$ cat src/rtl/regfile_mp.sv
// regfile_mp: multi-read-port register file with per-register busy (reservation) bits and a
// one-register-per-cycle clear sweep. Define REGFILE_MP_BYPASS_EN for same-cycle write forwarding.
module regfile_mp #(
    parameter int XLEN = 32,
    parameter int NREG = 32,
    parameter int NRD  = 2,
    localparam int AW  = $clog2(NREG)
) (
    input  logic                  clk,
    input  logic                  rst,
    input  logic                  we,
    input  logic [AW-1:0]         wr_addr,
    input  logic [XLEN-1:0]       wr_data,
    input  logic [NRD*AW-1:0]     rd_addr,
    output logic [NRD*XLEN-1:0]   rd_data,
    output logic [NRD-1:0]        rd_busy,
    input  logic                  rsv_en,
    input  logic [AW-1:0]         rsv_addr,
    input  logic                  clr_req,
    output logic                  ready
);

    typedef enum logic [0:0] {
        ST_CLEAR = 1'b0,
        ST_READY = 1'b1
    } state_t;

    localparam logic [AW-1:0] CNT_LAST = AW'(NREG - 1);
    localparam logic [AW-1:0] CNT_ONE  = AW'(1);
    localparam logic [AW-1:0] ADDR_ZERO = {AW{1'b0}};

    state_t                 state_r;
    state_t                 state_nx_s;
    logic [AW-1:0]          clr_cnt_r;
    logic [AW-1:0]          clr_cnt_nx_s;
    logic                   ready_r;
    logic [NREG-1:0]        busy_r;
    logic [XLEN-1:0]        mem_r [NREG];
    logic                   wr_ok_s;
    logic                   rsv_ok_s;

    assign wr_ok_s  = ready_r & we & (wr_addr != ADDR_ZERO);
    assign rsv_ok_s = ready_r & rsv_en & (rsv_addr != ADDR_ZERO);
    assign ready    = ready_r;

    // Next-state logic: sweep counter in CLEAR, clear request in READY
    always_comb begin
        state_nx_s   = state_r;
        clr_cnt_nx_s = clr_cnt_r;
        case (state_r)
            ST_CLEAR: begin
                if (clr_cnt_r == CNT_LAST) begin
                    state_nx_s   = ST_READY;
                    clr_cnt_nx_s = ADDR_ZERO;
                end else begin
                    clr_cnt_nx_s = clr_cnt_r + CNT_ONE;
                end
            end
            ST_READY: begin
                if (clr_req) begin
                    state_nx_s   = ST_CLEAR;
                    clr_cnt_nx_s = ADDR_ZERO;
                end else begin
                    clr_cnt_nx_s = ADDR_ZERO;
                end
            end
            default: begin
                state_nx_s   = ST_CLEAR;
                clr_cnt_nx_s = ADDR_ZERO;
            end
        endcase
    end

    // State, sweep counter and ready flag registers
    always_ff @(posedge clk or posedge rst) begin
        if (rst) begin
            state_r   <= ST_CLEAR;
            clr_cnt_r <= ADDR_ZERO;
            ready_r   <= 1'b0;
        end else begin
            state_r   <= state_nx_s;
            clr_cnt_r <= clr_cnt_nx_s;
            ready_r   <= (state_nx_s == ST_READY);
        end
    end

    // Register array: no reset, zeroed by the sweep instead
    always_ff @(posedge clk) begin
        if (state_r == ST_CLEAR) begin
            mem_r[clr_cnt_r] <= {XLEN{1'b0}};
        end else if (wr_ok_s) begin
            mem_r[wr_addr] <= wr_data;
        end
    end

    // Busy bits; the reservation update comes last so it wins on a same-address collision
    always_ff @(posedge clk or posedge rst) begin
        if (rst) begin
            busy_r <= {NREG{1'b0}};
        end else if (state_r == ST_CLEAR) begin
            busy_r[clr_cnt_r] <= 1'b0;
        end else begin
            if (wr_ok_s) begin
                busy_r[wr_addr] <= 1'b0;
            end
            if (rsv_ok_s) begin
                busy_r[rsv_addr] <= 1'b1;
            end
        end
    end

    for (genvar g = 0; g < NRD; g++) begin : g_rd
        logic [AW-1:0]   addr_s;
        logic [XLEN-1:0] word_s;

        assign addr_s = rd_addr[g*AW +: AW];

        // Read mux: zero when not ready or for register 0
        always_comb begin
            word_s = {XLEN{1'b0}};
            if (ready_r && (addr_s != ADDR_ZERO)) begin
`ifdef REGFILE_MP_BYPASS_EN
                if (we && (wr_addr == addr_s)) begin
                    word_s = wr_data;
                end else begin
                    word_s = mem_r[addr_s];
                end
`else
                word_s = mem_r[addr_s];
`endif
            end else begin
                word_s = {XLEN{1'b0}};
            end
        end

        assign rd_data[g*XLEN +: XLEN] = word_s;
        assign rd_busy[g] = (addr_s != ADDR_ZERO) & busy_r[addr_s];
    end

endmodule

$ cat config.mk
export PLATFORM = sky130hd
export DESIGN_NAME = regfile_mp
export DESIGN_NICKNAME = d
export VERILOG_FILES = /design/src/rtl/regfile_mp.sv
export SDC_FILE = /design/constraint.sdc
export NUM_CORES = 1
export LEC_CHECK = 0
export BUFFER_PORTS_ARGS = -buffer_cell sky130_fd_sc_hd__buf_2
export CAP_MARGIN = 15
export CORE_MARGIN = 3
export CORE_UTILIZATION = 50
export DETAILED_ROUTE_END_ITERATION = 12
export PLACE_DENSITY = 0.69
export SYNTH_ARGS = -nofsm -noshare
export SYNTH_HDL_FRONTEND = slang
export SYNTH_SLANG_ARGS = --single-unit
$ cat constraint.sdc
create_clock -name clk -period 3.9 [get_ports clk]
set_input_delay 0.78 -clock clk [delete_from_list [all_inputs] [get_ports clk]]
set_output_delay 0.78 -clock clk [all_outputs]
set_load 0.05 [all_outputs]
==> results.cfg, run 1 <==
[run_status]
outcome = finished clean

[finish]
syn_to_final_growth_pct = 16.7
fin_util_pct = 58.9
fin_nets = 2994
drive_above_1_share_pct = 34.6
design_area_sq_um = 59100

[clock_tree]
cts_resized = 0
cts_made_buffers = 105
max-clock-path-buffers = 3
cts_htree_levels = 3
cts-root-buf = clkbuf_16
cts_hold_buf = 0
postCtsSetupBuffers = 0
cts_tree = yes
numClockSinks = 1062
path_clk_slew_ns = 0.07
clock_latency_ns = 0.71

[timing]
finClkSkew_ns = 0.0288
finalHoldViolCount = 0
setup_tns_ns = 0
rsz0062_at_grt = false
finalSetupViolations = 0
min_period_ns = 3.81
final-max-slew-violation-count = 0
slew_headroom_pct = 15.3
min_period_over_period_pct = 97.7
tightest_slew_ns = 1.27
timing.final.ws_setup_ns = 0.0887
fmax_mhz = 262

[grt]
met2_usage_pct = 47.7
grt_pass1_vias = 31800
grt_pass1_wl_microns = 228000
grt_usage_pct = 30.5
grt_overflow = 0
grt_max_degree = 65
antenna_found_initial = 1
use_met1_pct = 41.2
met3_usage_pct = 8.19
top_usage_layer = met2

[routing]
drt_iter0_drc = 4251
drc = 0
dr.pass1.iters = 8
postRouteAntennaNets = 0
via_per_inst = 7.12
postRouteWirelength_microns = 160000
wl_per_cell_microns = 36.5
vias = 31200

[floorplan]
dieHeight_microns = 324
ios = 124
design.core.area_sq_um = 100000
row_count = 116
die_area_sq_um = 105000
die_x_microns = 324
start_util_pct = 50.5

[power_and_ir_drop]
power.total_mw = 31.1
p_leak_nw = 20.0
irDropWorstVdd_mv = 0.441
power_density_nw_per_um2 = 527

[logic_synthesis]
yosysTopAreaCell = edfxtp_1
synth_top_area_share_pct = 60.7
yosys_warnings = 0
syn_area_sq_um = 50600
ys_top_cells_by_area = edfxtp_1, mux4_2, mux2i_1
synth_edf_count = 1024
synthArstFlopShare_pct = 3.58
synthFlopType = edfxtp_1
yosysUniqueCellTypes = 56
syn_nets = 2721
seq_area_frac_synth_pct = 62.6
synth-seq-cells = 1062
synth_cells = 2659
avgSynthCellArea_sq_um = 19.0

[worst_setup_path]
crit_required_ns = 3.12
crit_path_start_kind = register
ff2ff_setup_slack_ns = 0.92
cp-end-kind = output pin
crit_type = reg -> out
path_max_fanout = 21
arrival_ns = 3.03

[placed_design]
place_ws_ns = 0.125
numPortBuffers = 123
placed_cell_area_sq_um = 55500
post-dp-hpwl_microns = 99300
gp_congestion = 0.884

[hold_path]
hold_path_class = in -> async

[flow_run]
drv_cap = 0
## layout by cell type (no fill, tap or decap), types with 38 or more instances in the layout
master	instances
a221o_1	64
a221oi_1	48
a22oi_1	74
a31oi_1	65
buf_12	127
buf_2	77
buf_4	180
clkbuf_16	105
dfrtp_1	38
edfxtp_1	1024
mux2i_1	264
mux4_2	436
nand2_1	77
## cell type report
| class | instances | area [sq um] |
|---|---|---|
| tap | 1357 | 1700 |
| antenna | 1 | 2.50 |
| multi-input combinational | 1364 | 17700 |
| clock inverter | 70 | 893 |
| clock buffer | 124 | 2720 |
| inverter | 10 | 42.5 |
| fill | 7142 | 41200 |
| sequential | 1062 | 31700 |
| timing repair buffer | 389 | 4350 |
## flip-flops by register name, summed over array words and instances (netlist names)
register and flops:
busy_r 32, clr_cnt_r 5, mem_r 1024, ready 1
## cell usage after synthesis, drive strengths merged (2+ instances only)
cell type	number
o211ai	5
mux2i	264
nor3	8
nand2b	8
o2111ai	17
a21oi	16
and2	40
mux2	2
inv	10
o31ai	2
buf	155
nand2	77
nor3b	2
mux4	464
nand3	14
and4b	2
edfxtp	1024
nor2	61
clkbuf	68
a221o	64
a22o	10
a22oi	74
ha	5
o21a	4
a32oi	8
a221oi	48
nand4	3
nor2b	16
o221ai	7
or3	2
o21ai	61
dfrtp	38
a31oi	66
or2	3
nand3b	2
## path summary, 6_finish.rpt
path                       startpoint             to  cells after the start
max reg2reg                     ready  mem_r[31][17]                      6
min reg2reg                busy_r[18]     busy_r[18]                      1
min in group clk              clr_req          ready                      2
min                               rst      busy_r[9]                      3
max                             ready    rd_data[34]                      6
max in group asynchronous         rst     busy_r[17]                      3
## report_power, final
group          switching [mW]  internal [mW]
logic                    3.79           2.32
registers               0.541           13.8
clock network            4.43           6.20
## cell families after synthesis
kind of cell / synth area share [%]
AO/OA/AOI/OAI: 5.76
adder cells (fa/ha/maj): 0.124
AND/OR/NAND/NOR: 2.29
flip-flops: 62.6
XOR/XNOR: 0.0346
multiplexers: 26.1
buffers and inverters: 3.11
## worst max-delay path: stages, from the launching register on
cell and delay [ns]:
dfrtp_1 0.43, inv_1 0.21, a31o_2 0.40, buf_12 0.24, a221o_1 0.37, a31oi_1 0.34, buf_2 0.34
## metal layers
metal  routed length (microns)  share of wire (%)
met4                      7210                4.5
met5                        17              0.011
met1                     57300                 36
met3                     20400                 13
met2                     74800                 47
## metrics by stage
step	instances	hold slack [ns]
after floorplan	2659	0.477
after global placement	4182	0.502
after detailed placement	4182	0.508
after CTS	4376	0.231
after global routing	4376	0.260
final	4377	0.266
No activity file was read; power rests on OpenSTA's default activity.
==> inputs of run 2 (changes only) <==
==> constraint.sdc (replaced) <==
create_clock -name clk -period 4.1 [get_ports clk]
set_input_delay 0.82 -clock clk [delete_from_list [all_inputs] [get_ports clk]]
set_output_delay 0.82 -clock clk [all_outputs]
set_load 0.05 [all_outputs]
==> results.cfg, run 2 (synthesis gave the netlist of run 1 again) <==
[run_status]
outcome = finished clean

[placed_design]
dp_cells = 4143
post-dp-hpwl_microns = 97400
place_ws_ns = 0.152
gp_congestion = 0.867
numPortBuffers = 123

[worst_setup_path]
regToRegStartpoint = ready
crit_required_ns = 3.28
crit_chain = buf_4 > nor2_4 > a31o_2 > buf_4 > a221o_1 > a31oi_1 > buf_4 > buf_12
ff2ff_setup_slack_ns = 1.29
rr_endpoint = mem_r[11][11]
crit_path_start_kind = input port
cp-startpoint = rd_addr[5]
crit_type = in -> out
critPathSlowestCell = a31oi_1
arrival_ns = 3.15
cpMostUsedCell = buf_4
cpLargestDelayFamily = compound AO/OA/AOI/OAI gates
endpoint = rd_data[46]
cp_num_cells = 8
cp-end-kind = output pin
ff2ff_path_depth = 5
path_max_fanout = 16
critical_path.max_stage_delay_ns = 0.48
critical_path_buf_inv_count = 4

[power_and_ir_drop]
p_comb_share_pct = 19.4
power.total_mw = 28.7
swShare_pct = 28.4
internal_power_mw = 20.6
p_leak_nw = 19.6
net-switching-power_mw = 8.15
seqPwrFrac_pct = 47.8
power_density_nw_per_um2 = 492
irDropWorstVdd_mv = 0.391
pwr-share-clk_pct = 32.8

[timing]
slew_headroom_pct = 22.1
tightest_slew_ns = 1.16
final-max-slew-violation-count = 0
timing.final.ws_setup_ns = 0.128
rsz0062_at_grt = false
setup_tns_ns = 0
fmax_mhz = 252
finalHoldViolCount = 0
min_period_ns = 3.97
min_period_over_period_pct = 96.9
finClkSkew_ns = 0.0250
finalSetupViolations = 0

[clock_tree]
cts_resized = 0
path_clk_slew_ns = 0.06
cts-root-buf = clkbuf_16
cts_made_buffers = 105
numClockSinks = 1062
cts_hold_buf = 0
max-clock-path-buffers = 3
postCtsSetupBuffers = 0
clock_latency_ns = 0.68
cts_htree_levels = 3
cts_tree = yes

[finish]
final_cells = 4334
drive_above_1_share_pct = 33.1
final_common_cell = edfxtp_1
most-common-layout-cells = edfxtp_1, mux4_2, mux2i_1
fin_util_pct = 58.2
top_regs = mem_r x1024, busy_r x32, clr_cnt_r x5
largest_reg_flops = 1024
syn_to_final_growth_pct = 15.2
fin_nets = 2955
top_register = mem_r

[routing]
dr.pass1.iters = 6
postRouteWirelength_microns = 161000
via_per_inst = 7.17
drt_iter0_drc = 4498
drc = 0
postRouteAntennaNets = 0
wl_per_cell_microns = 37.2
vias = 31100

[hold_path]
hold_path_class = in -> async

[grt]
grt_pass1_vias = 31300
grt_max_degree = 91
grt_pass1_wl_microns = 228000
antenna_found_initial = 4
grt_usage_pct = 30.7
grt_overflow = 0

[floorplan]
die_area_sq_um = 105000
row_count = 116
ios = 124
die_x_microns = 324
start_util_pct = 50.5
dieHeight_microns = 324
design.core.area_sq_um = 100000

[flow_run]
drv_cap = 0
==> run 2: cell types whose count changed in the layout (fill, tap and decap cells not counted), sizes merged <==
cell	delta
buf	-39
bufinv	-10
clkbuf	+6
clkinv	+4
clkinvlp	-3
inv	-2
diode	+1
==> run 2: routing by layer <==
metal,share of wire (%),up-vias,global-route usage [%]
met5,0.0081,-,0
met4,4.6,2,12.9
met3,12,436,7.39
met2,47,2342,47.5
met1,36,16300,42.2
li1,-,12000,-
==> run 2: layout make-up <==
cell class              instances  area (sq um)
fillers                      7232         42000
flip-flops and latches       1062         31700
multi-input cells            1364         17700
repair buffers                350          3910
clock buffers                 130          2790
well taps                    1357          1700
clock inverters                59           492
inverters                      10          42.5
diodes                          2          5.00
==> run 2: power groups by stage <==
| stage | clock network, mW | registers [mW] | logic, mW |
|---|---|---|---|
| 4_1_cts | 9.45 | 13.7 | 5.50 |
| 2_1_floorplan | 0 | 13.7 | 3.12 |
| 3_5_place_dp | 0 | 13.9 | 5.49 |
| 5_1_grt | 9.89 | 13.8 | 5.74 |
| 6_report | 9.41 | 13.7 | 5.58 |
| 3_3_place_gp | 0 | 13.8 | 5.45 |
==> run 2: worst register-to-register path, cell delays in order (launching register included) <==
cell and delay (ns):
dfrtp_1 0.36, and2_0 0.41, nand3_1 0.24, o31a_1 0.46, nor2_4 0.71, buf_12 0.31
==> run 2: stage by stage <==
step | instance area [sq um] | hold slack [ns]
floorplan | 50600 | 0.477
global placement | 55000 | 0.504
detailed placement | 55000 | 0.506
CTS | 58300 | 0.309
global route | 58300 | 0.334
finish | 58300 | 0.318
==> run 2: worst min path at each step <==
stage	endpoint	slack [ns]	cells past startpoint
after floorplan	busy_r[13]	0.48	1
after global placement	busy_r[21]	0.50	1
after detailed placement	busy_r[0]	0.51	2
after CTS	busy_r[28]	0.31	3
after global routing	ready	0.33	2
final	busy_r[28]	0.32	3
